## src/rtl/led_display_pacer.sv

```systemverilog
// -----------------------------------------------------------------------------
// led_display_pacer
//
// Purpose:
//   Read-side consumer of a clock-domain-crossing FIFO, running in the slow LED
//   clock domain. It pops one counter sample at a time and shows it on
//   active-low LEDs for HOLD_CYCLES clocks. It also checks that each sample is
//   the previous one plus 1 (mod 2^WIDTH), so a bad crossing shows up in
//   hardware as a sticky flag and a saturating error count.
//
// Ports:
//   clk           in   slow LED-domain clock
//   reset_button  in   asynchronous, active-low reset
//   fifo_empty    in   FIFO read-side empty flag
//   fifo_rd_en    out  FIFO pop strobe, high for the single READ cycle
//   fifo_rd_data  in   FIFO read data, valid the cycle after fifo_rd_en
//   leds          out  LED drive, active-low (0 lights the LED)
//   sample_valid  out  one-cycle pulse after a new sample is latched
//   seq_error     out  sticky: a non-consecutive sample was seen
//   error_count   out  saturating count of non-consecutive samples
//   state_dbg     out  current FSM state (0 IDLE, 1 READ, 2 CAPTURE, 3 HOLD)
//
// Handshake:
//   The pop decision is made only in IDLE, on the sampled fifo_empty. The FSM
//   then spends one cycle in READ with fifo_rd_en high and one cycle in
//   CAPTURE, where fifo_rd_data is valid. An empty FIFO is therefore never
//   popped, and a change of fifo_empty during READ has no effect.
// -----------------------------------------------------------------------------
module led_display_pacer #(
   parameter int WIDTH       = 6,
   parameter int HOLD_CYCLES = 4500000,
   parameter int CNT_W       = 8
) (
   input  logic             clk,
   input  logic             reset_button,
   input  logic             fifo_empty,
   output logic             fifo_rd_en,
   input  logic [WIDTH-1:0] fifo_rd_data,
   output logic [WIDTH-1:0] leds,
   output logic             sample_valid,
   output logic             seq_error,
   output logic [CNT_W-1:0] error_count,
   output logic [1:0]       state_dbg
);

   localparam int HC_W = $clog2(HOLD_CYCLES + 1);

   localparam logic [HC_W-1:0]  HOLD_LOAD = HC_W'(HOLD_CYCLES - 1);
   localparam logic [HC_W-1:0]  HC_ONE    = {{(HC_W-1){1'b0}}, 1'b1};
   localparam logic [WIDTH-1:0] DATA_ONE  = {{(WIDTH-1){1'b0}}, 1'b1};
   localparam logic [CNT_W-1:0] CNT_ONE   = {{(CNT_W-1){1'b0}}, 1'b1};
   localparam logic [CNT_W-1:0] CNT_MAX   = {CNT_W{1'b1}};

   typedef enum logic [1:0] {
      S_IDLE    = 2'd0,
      S_READ    = 2'd1,
      S_CAPTURE = 2'd2,
      S_HOLD    = 2'd3
   } state_t;

   state_t           state_q, state_d;
   logic [HC_W-1:0]  hold_cnt_q, hold_cnt_d;
   logic             first_q, first_d;
   logic [WIDTH-1:0] prev_q, prev_d;
   logic [WIDTH-1:0] leds_q, leds_d;
   logic             sample_valid_q, sample_valid_d;
   logic             seq_error_q, seq_error_d;
   logic [CNT_W-1:0] error_count_q, error_count_d;
   logic [WIDTH-1:0] prev_inc;
   logic             mismatch;

   // State register
   always_ff @(posedge clk or negedge reset_button) begin
      if (!reset_button) begin
         state_q        <= S_IDLE;
         hold_cnt_q     <= '0;
         first_q        <= 1'b1;
         prev_q         <= '0;
         leds_q         <= '1;
         sample_valid_q <= 1'b0;
         seq_error_q    <= 1'b0;
         error_count_q  <= '0;
      end else begin
         state_q        <= state_d;
         hold_cnt_q     <= hold_cnt_d;
         first_q        <= first_d;
         prev_q         <= prev_d;
         leds_q         <= leds_d;
         sample_valid_q <= sample_valid_d;
         seq_error_q    <= seq_error_d;
         error_count_q  <= error_count_d;
      end
   end

   // Next-state logic, including the display hold counter
   always_comb begin
      state_d    = state_q;
      hold_cnt_d = hold_cnt_q;
      case (state_q)
         S_IDLE: begin
            if (!fifo_empty) begin
               state_d = S_READ;
            end
         end
         S_READ: begin
            state_d = S_CAPTURE;
         end
         S_CAPTURE: begin
            // Counting HOLD_CYCLES-1 down to 0 gives exactly HOLD_CYCLES
            // cycles in HOLD.
            hold_cnt_d = HOLD_LOAD;
            state_d    = S_HOLD;
         end
         S_HOLD: begin
            if (hold_cnt_q == '0) begin
               state_d = S_IDLE;
            end else begin
               hold_cnt_d = hold_cnt_q - HC_ONE;
            end
         end
         default: begin
            state_d = S_IDLE;
         end
      endcase
   end

   // The increment stays WIDTH bits wide, so the wrap from all-ones to 0
   // counts as consecutive.
   always_comb begin
      prev_inc = prev_q + DATA_ONE;
      mismatch = !first_q && (fifo_rd_data != prev_inc);
   end

   // Sample capture and sequence check, active only in CAPTURE
   always_comb begin
      first_d        = first_q;
      prev_d         = prev_q;
      leds_d         = leds_q;
      sample_valid_d = 1'b0;
      seq_error_d    = seq_error_q;
      error_count_d  = error_count_q;
      if (state_q == S_CAPTURE) begin
         leds_d         = ~fifo_rd_data;
         prev_d         = fifo_rd_data;
         sample_valid_d = 1'b1;
         first_d        = 1'b0;
         if (mismatch) begin
            seq_error_d = 1'b1;
            if (error_count_q != CNT_MAX) begin
               error_count_d = error_count_q + CNT_ONE;
            end
         end
      end
   end

   // Outputs. fifo_rd_en is a pure decode of the state flops, so it cannot
   // glitch on input changes.
   always_comb begin
      fifo_rd_en   = (state_q == S_READ);
      leds         = leds_q;
      sample_valid = sample_valid_q;
      seq_error    = seq_error_q;
      error_count  = error_count_q;
      state_dbg    = state_q;
   end

endmodule

```

## config.mk

```make
export PLATFORM = sky130hd
export DESIGN_NAME = led_display_pacer
export DESIGN_NICKNAME = d
export VERILOG_FILES = /design/src/rtl/led_display_pacer.sv
export SDC_FILE = /design/constraint.sdc
export NUM_CORES = 1
export LEC_CHECK = 0
export CAP_MARGIN = 20
export CORE_AREA = 2 2 79 81
export DETAILED_ROUTE_END_ITERATION = 8
export DIE_AREA = 0 0 81 83
export SKIP_CTS_REPAIR_TIMING = 1
export SLEW_MARGIN = 20
export SYNTH_ARGS = -nofsm -noshare
export SYNTH_HDL_FRONTEND = slang
export SYNTH_SLANG_ARGS = --single-unit
export TNS_END_PERCENT = 20
```

## constraint.sdc

```tcl
create_clock -name clk -period 4.95 [get_ports clk]
set_input_delay 0.99 -clock clk [delete_from_list [all_inputs] [get_ports clk]]
set_output_delay 0.99 -clock clk [all_outputs]
set_load 0.05 [all_outputs]
```

==> metrics.yaml, run 1 <==
clock_network:
  clock_sinks: 48
  cts_tree: "built"
  ctsLongestPathBuffers: 2
  clk_latency_ps: 300
  clkTransAtPathRegs_ps: 90
  htreeDepth: 2
  cts_buffers: 5
  root_buffer: "clkbuf_8"
detailed_routing:
  drc: 0
  post_drt_wl_per_cell_um: 14.5
  met1Wirelength_mm: 2.39
  dr.pass1.iters: 4
  viasPerCell: 5.46
  dr_wl_met2_mm: 2.34
  highest_layer: "met4"
  wl_met3_um: 118
  ant_nets: 0
  routed_wl_mm: 4.91
  vias: 1846
  drt_iter0_markers: 104
pwr:
  p_sw_share_pct: 23.9
  power.density_nw_per_um2: 229
  total_power_w: 0.000683
  clkPwrFrac_pct: 33.4
  ir_worst_vdd_mv: 0.100
  p_sw_w: 0.000163
  power_leakage_nw: 1.19
  power_frac_seq_pct: 59.0
  intPower_w: 0.000520
  comb_power_share_pct: 7.6
setup_path:
  critPathBufInv: 1
  critical-path-top-delay-family: "compound AO/OA/AOI/OAI gates"
  critical_path_class: "input port to flip-flop"
  cpPeakStageDelay_ps: 610
  r2r_slack_ps: 2410
  worstPathArrival_ps: 3050
  worstSetupStartpointType: "input port"
  crit_chain: "clkdlybuf4s50_1 -> xnor2_1 -> or3_1 -> a2111oi_4 -> nor2_1 -> mux2_2"
  cp.required_ps: 5140
  critPathMaxFanout: 8
  endpoint_kind: "flip-flop"
  cp_slowest_cell: "a2111oi_4"
sta:
  tightest_slew_ps: 763
  period_minus_slack_ps: 2860
  slew_headroom_pct: 49.0
  clock_skew_ps: 9.02
  hold_viol: 0
  setup_tns_ps: 0
  timing.final.ws_setup_ps: 2090
  min_period_over_period_pct: 57.8
  setup_viol_count_final: 0
  fmax_mhz: 350
  rsz0062_at_grt: "no"
  drv_slew: 0
logic_synthesis:
  synth_ff_type: "dfrtp_1"
  postSynthCellCount: 235
  synth_edf_count: 0
  ys_ff_latch: 48
  synth.distinct_cells: 52
  syn_area_um2: 2570
  synth_nets: 252
  ys_warn_count: 0
  yosysSeqAreaShare_pct: 47.1
  async_reset_ff_share_pct: 100
  syn_avg_cell_area_um2: 10.9
floorplan:
  coreArea_um2: 5820
  fp.dieW_um: 81
  start_util_pct: 44.1
  pin_count: 28
  dieHeight_um: 83
  rows: 28
  die-area_um2: 6720
global_route:
  antenna_found_initial: 0
  grt_use_total_pct: 15.7
  grt_max_degree: 49
  grt_overflow: 0
  grt_pass1_wl_mm: 8.36
  grt_pass1_vias: 1758
placed_design:
  routabilityCongestion: 0.711
  placed_cell_area_um2: 2900
  dp_slack_ps: 1770
  hpwl_mm: 3.40
  port_buffers: 27
cells_and_area:
  diodes: 0
  layout-drive-gt1-share_pct: 13.7
  register_area_um2: 1210
  num-fill-cells: 568
  areaGrowthSynthToFinish_pct: 16.1
  multiInputGateArea_um2: 1270
  finalInstanceArea_um2: 2980
  nets: 279
flow_run:
  drv_cap: 0
status:
  outcome: "finished clean"
min_path:
  hold_class: "flip-flop to flip-flop"
## flip-flops by register name, summed over array words and instances (netlist names)
name and flops:
error_count 8, first_q 1, hold_cnt_q 23, leds 6, prev_q 6, sample_valid 1, seq_error 1, state_dbg 2
## cell families (layout without fill, tap and decap cells)
| logic type | Yosys count | in the layout | synth area share [%] |
|---|---|---|---|
| buffers and inverters | 20 | 48 | 3.26 |
| xor gates and xnor gates | 16 | 16 | 5.99 |
| DFF | 48 | 48 | 47.1 |
| adders and majority gates | 8 | 8 | 3.90 |
| and+or+nand+nor | 82 | 82 | 19.2 |
| muxes | 20 | 20 | 8.24 |
| AOI/OAI and AO/OA | 41 | 41 | 12.2 |
## through the flow
stage / hold slack (ps) / std cells / utilization [%]
after detailed placement: 461 / 330 / 49.8
final: 471 / 338 / 51.2
after global routing: 492 / 338 / 51.2
after global placement: 453 / 330 / 49.8
after floorplan: 462 / 235 / -
after CTS: 476 / 338 / 51.2
## cell type report
cell class | count | share of cell area, %
multi-input cells | 167 | 42.7
flip-flops and latches | 48 | 40.6
clock inverters | 1 | 0.168
repair buffers | 29 | 9.40
clock buffers | 7 | 2.56
well taps | 75 | 3.15
inverters | 11 | 1.39
## worst register-to-register path: cells and delay by family, from the launching register on
kind	cells	cell delay [ps]
flops	1	430
compound gates	3	790
simple gates	2	1170
## path summary, 6_finish.rpt
check / from / end / cells after the start
worst max-delay path: fifo_rd_data[5] / error_count[1] / 6
worst min-delay path: leds[4] / leds[4] / 2
worst max register to register: hold_cnt_q[15] / hold_cnt_q[4] / 5
worst min register to register: leds[4] / leds[4] / 2
max in group asynchronous: reset_button / hold_cnt_q[12] / 2
min in group asynchronous: reset_button / prev_q[1] / 2
## routing by layer
| metal | vias to the layer above | track usage [%] |
|---|---|---|
| li1 | 923 | - |
| met1 | 893 | 22.8 |
| met2 | 25 | 23.4 |
| met3 | 5 | 2.93 |
| met4 | 0 | 5.55 |
| met5 | - | 0 |
## cells in the mapped netlist (2+ instances only)
cell	count	share of area [%]
nand2b_1	4	0.97
nand3_1	11	2.1
mux2_2	9	3.9
mux2i_1	11	4.3
o211ai_1	2	0.58
nor2_1	12	1.8
xnor2_1	5	1.7
nand2_1	12	1.8
o31ai_1	6	1.8
xor2_1	10	3.4
nand4_1	2	0.49
or3_1	4	0.97
nor4_1	6	1.5
and3_1	2	0.49
nor3_1	6	1.2
nor3b_1	4	1.2
dfstp_2	7	7.2
o21ai_0	5	0.97
a31oi_1	5	1.2
dfrtp_1	41	40
clkbuf_1	6	0.88
or4_4	3	1.3
o21bai_1	2	0.58
inv_1	11	1.6
nor2b_1	2	0.49
ha_1	8	3.9
or4_1	5	1.5
a21oi_1	10	1.9
## power groups by stage
stage | Sequential, W | Clock [W] | Combinational, W
after global placement | 0.000411 | 0 | 0.0000522
final | 0.000403 | 0.000228 | 0.0000517
after global routing | 0.000404 | 0.000254 | 0.0000562
after floorplan | 0.000421 | 0 | 0.0000178
after CTS | 0.000403 | 0.000239 | 0.0000531
after detailed placement | 0.000411 | 0 | 0.0000530
## placed cells by master (no fill, tap or decap), types with 2 or more instances in the layout
cell	netlist	layout
dfrtp_1	41	41
clkdlybuf4s50_1	0	26
nand2_1	12	12
nor2_1	12	12
inv_1	11	11
nand3_1	11	11
mux2i_1	11	11
xor2_1	10	10
a21oi_1	10	10
mux2_2	9	9
ha_1	8	8
dfstp_2	7	7
nor4_1	6	6
nor3_1	6	6
o31ai_1	6	6
or4_1	5	5
o21ai_0	5	5
a31oi_1	5	5
xnor2_1	5	5
clkbuf_8	0	5
nand2b_1	4	4
or3_1	4	4
nor3b_1	4	4
or4_4	3	3
nand4_1	2	2
nor2b_1	2	2
o211ai_1	2	2
o21bai_1	2	2
and3_1	2	2
clkbuf_1	6	2
buf_4	0	2
(Power assumes the default switching activity.)
==> run 2: changes to the inputs <==
- PLACE_DENSITY: not set -> 0.67
- clock period: 4.95 -> 2.4 ns (I/O delays scaled with it)
==> run 2 against run 1 <==
  * Register-to-register slack got worse by 2300 ps
  * Via count increased by 1.5%
  * Global-route usage increased by 0.18 points
  * Cell count increased by 3.6%
  * Clock power increased to 2.7 times the previous value
  * Critical path depth decreased by 3
  * Non-clock buffer count increased by 12
  * Count of clock-buffer cells in the layout decreased by 1
==> metrics.yaml, run 2 (same netlist as run 1, synthesis figures left out) <==
setup_path:
  critical_path_class: "flip-flop to primary output"
  r2r_cells: 5  # unchanged
  cp.required_ps: 1920  # -3220 ps
  critPathCapture: "fifo_rd_en"
  endpoint_kind: "primary output"
  startpoint: "state_dbg[1]"
  worstPathArrival_ps: 1820  # -1230 ps
  critPathMaxFanout: 4  # -4
  reg2reg_to: "hold_cnt_q[12]"
  r2r_slack_ps: 100  # -2310 ps
  worstSetupStartpointType: "flip-flop"
  r2r_start: "hold_cnt_q[5]"
sta:
  rsz0062_at_grt: "no"
  setup_viol_count_final: 0  # unchanged
  fmax_mhz: 435
  drv_slew: 0  # unchanged
  timing.final.ws_setup_ps: 102  # -1990 ps
  hold_viol: 0  # unchanged
  clock_skew_ps: 8.65  # -0.366 ps
  tightest_slew_ps: 807  # +43.4 ps
  period_minus_slack_ps: 2300
  setup_tns_ps: 0  # unchanged
  slew_headroom_pct: 46.2  # -2.8 points
  min_period_over_period_pct: 95.8
floorplan:
  coreArea_um2: 5820  # unchanged
  rows: 28  # unchanged
  die-area_um2: 6720  # unchanged
  pin_count: 28  # unchanged
  fp.dieW_um: 81  # unchanged
  start_util_pct: 44.1  # unchanged
  dieHeight_um: 83  # unchanged
clock_network:
  ctsLongestPathBuffers: 2  # unchanged
  htreeDepth: 2  # unchanged
  root_buffer: "clkbuf_8"
  cts_buffers: 5  # unchanged
  clk_latency_ps: 300  # about the same
  cts_tree: "built"
  clkTransAtPathRegs_ps: 90  # about the same
  clock_sinks: 48  # unchanged
global_route:
  grt_overflow: 0  # unchanged
  grt_max_degree: 38  # -22%
  antenna_found_initial: 0  # unchanged
  grt_use_total_pct: 15.9  # +0.18 points
  grt_pass1_vias: 1846  # +5.0%
  grt_pass1_wl_mm: 8.53  # +2.0%
cells_and_area:
  nets: 291  # +4.3%
  layout-drive-gt1-share_pct: 18.9  # +5.2 points
  register_area_um2: 1210  # unchanged
  largest_reg_flops: 23  # unchanged
  regMostFlops: "hold_cnt_q"
  finalInstanceArea_um2: 3120  # +4.5%
  num-fill-cells: 525  # -7.6%
  utilization_pct: 53.6  # +2.3 points
  diodes: 0  # unchanged
  multiInputGateArea_um2: 1280  # +0.39%
  areaGrowthSynthToFinish_pct: 21.3
  final_common_cell: "dfrtp_1"
  layout_common_cells: "dfrtp_1, clkdlybuf4s50_1, buf_4"
detailed_routing:
  highest_layer: "met4"
  ant_nets: 0  # unchanged
  post_drt_wl_per_cell_um: 13.5  # -7.3%
  routed_wl_mm: 4.71  # -4.0%
  dr.pass1.iters: 6  # +2
  vias: 1874  # +1.5%
  viasPerCell: 5.35  # -2.0%
  dr_wl_met2_mm: 2.09  # -11%
  drt_iter0_markers: 71  # -32%
  met1Wirelength_mm: 2.43  # +1.5%
  drc: 0  # unchanged
  wl_met3_um: 126  # +6.8%
placed_design:
  port_buffers: 27  # unchanged
  routabilityCongestion: 0.825  # +16%
  placed_cell_area_um2: 2990  # +3.1%
  hpwl_mm: 3.43  # +0.83%
  dp_slack_ps: -139  # -1900 ps
pwr:
  power_leakage_nw: 1.27  # +6.8%
  power.density_nw_per_um2: 499  # +120%
  ir_worst_vdd_mv: 0.242  # +140%
status:
  outcome: "finished clean"
flow_run:
  drv_cap: 0  # unchanged
min_path:
  hold_class: "input port to async pin"
-- run 2: cell type report --
type,count,area share (%)
Sequential cell,48,38.8
Multi-Input combinational cell,167,41.0
Clock inverter,2,1.24
Timing Repair Buffer,41,11.9
Clock buffer,6,2.65
Tap cell,75,3.01
Inverter,11,1.33
-- run 2: how the worst min path moves through the flow --
stage / endpoint / cells after the start
2_1_floorplan: error_count[0] / 0
3_3_place_gp: leds[0] / 2
3_5_place_dp: leds[5] / 2
4_1_cts: error_count[1] / 1
5_1_grt: prev_q[1] / 1
6_report: prev_q[2] / 1
-- run 2: worst max-delay path, cell delays in order (launching register included) --
cell and delay, ps:
dfrtp_1 420, inv_1 130, ha_1 160, clkdlybuf4s50_1 800
-- run 2: metal layers --
| metal | GRT usage, % | vias up |
|---|---|---|
| met1 | 23.4 | 896 |
| met5 | 0 | - |
| met4 | 6.01 | 0 |
| li1 | - | 947 |
| met3 | 2.07 | 5 |
| met2 | 23.7 | 26 |
-- run 2: stage by stage --
step	instances	total power [W]	hold WS, ps
after floorplan	235	0.000905	184
after global placement	342	0.000957	452
after detailed placement	342	0.000959	456
after CTS	350	0.00157	296
after global routing	350	0.00161	338
final	350	0.00155	252
-- run 2: power breakdown --
group          switching (W)  leakage, nW  internal [W]
Sequential        0.00000839        0.539      0.000823
Clock               0.000274       0.0614      0.000341
Combinational      0.0000622        0.668     0.0000462
Total               0.000344         1.27       0.00121
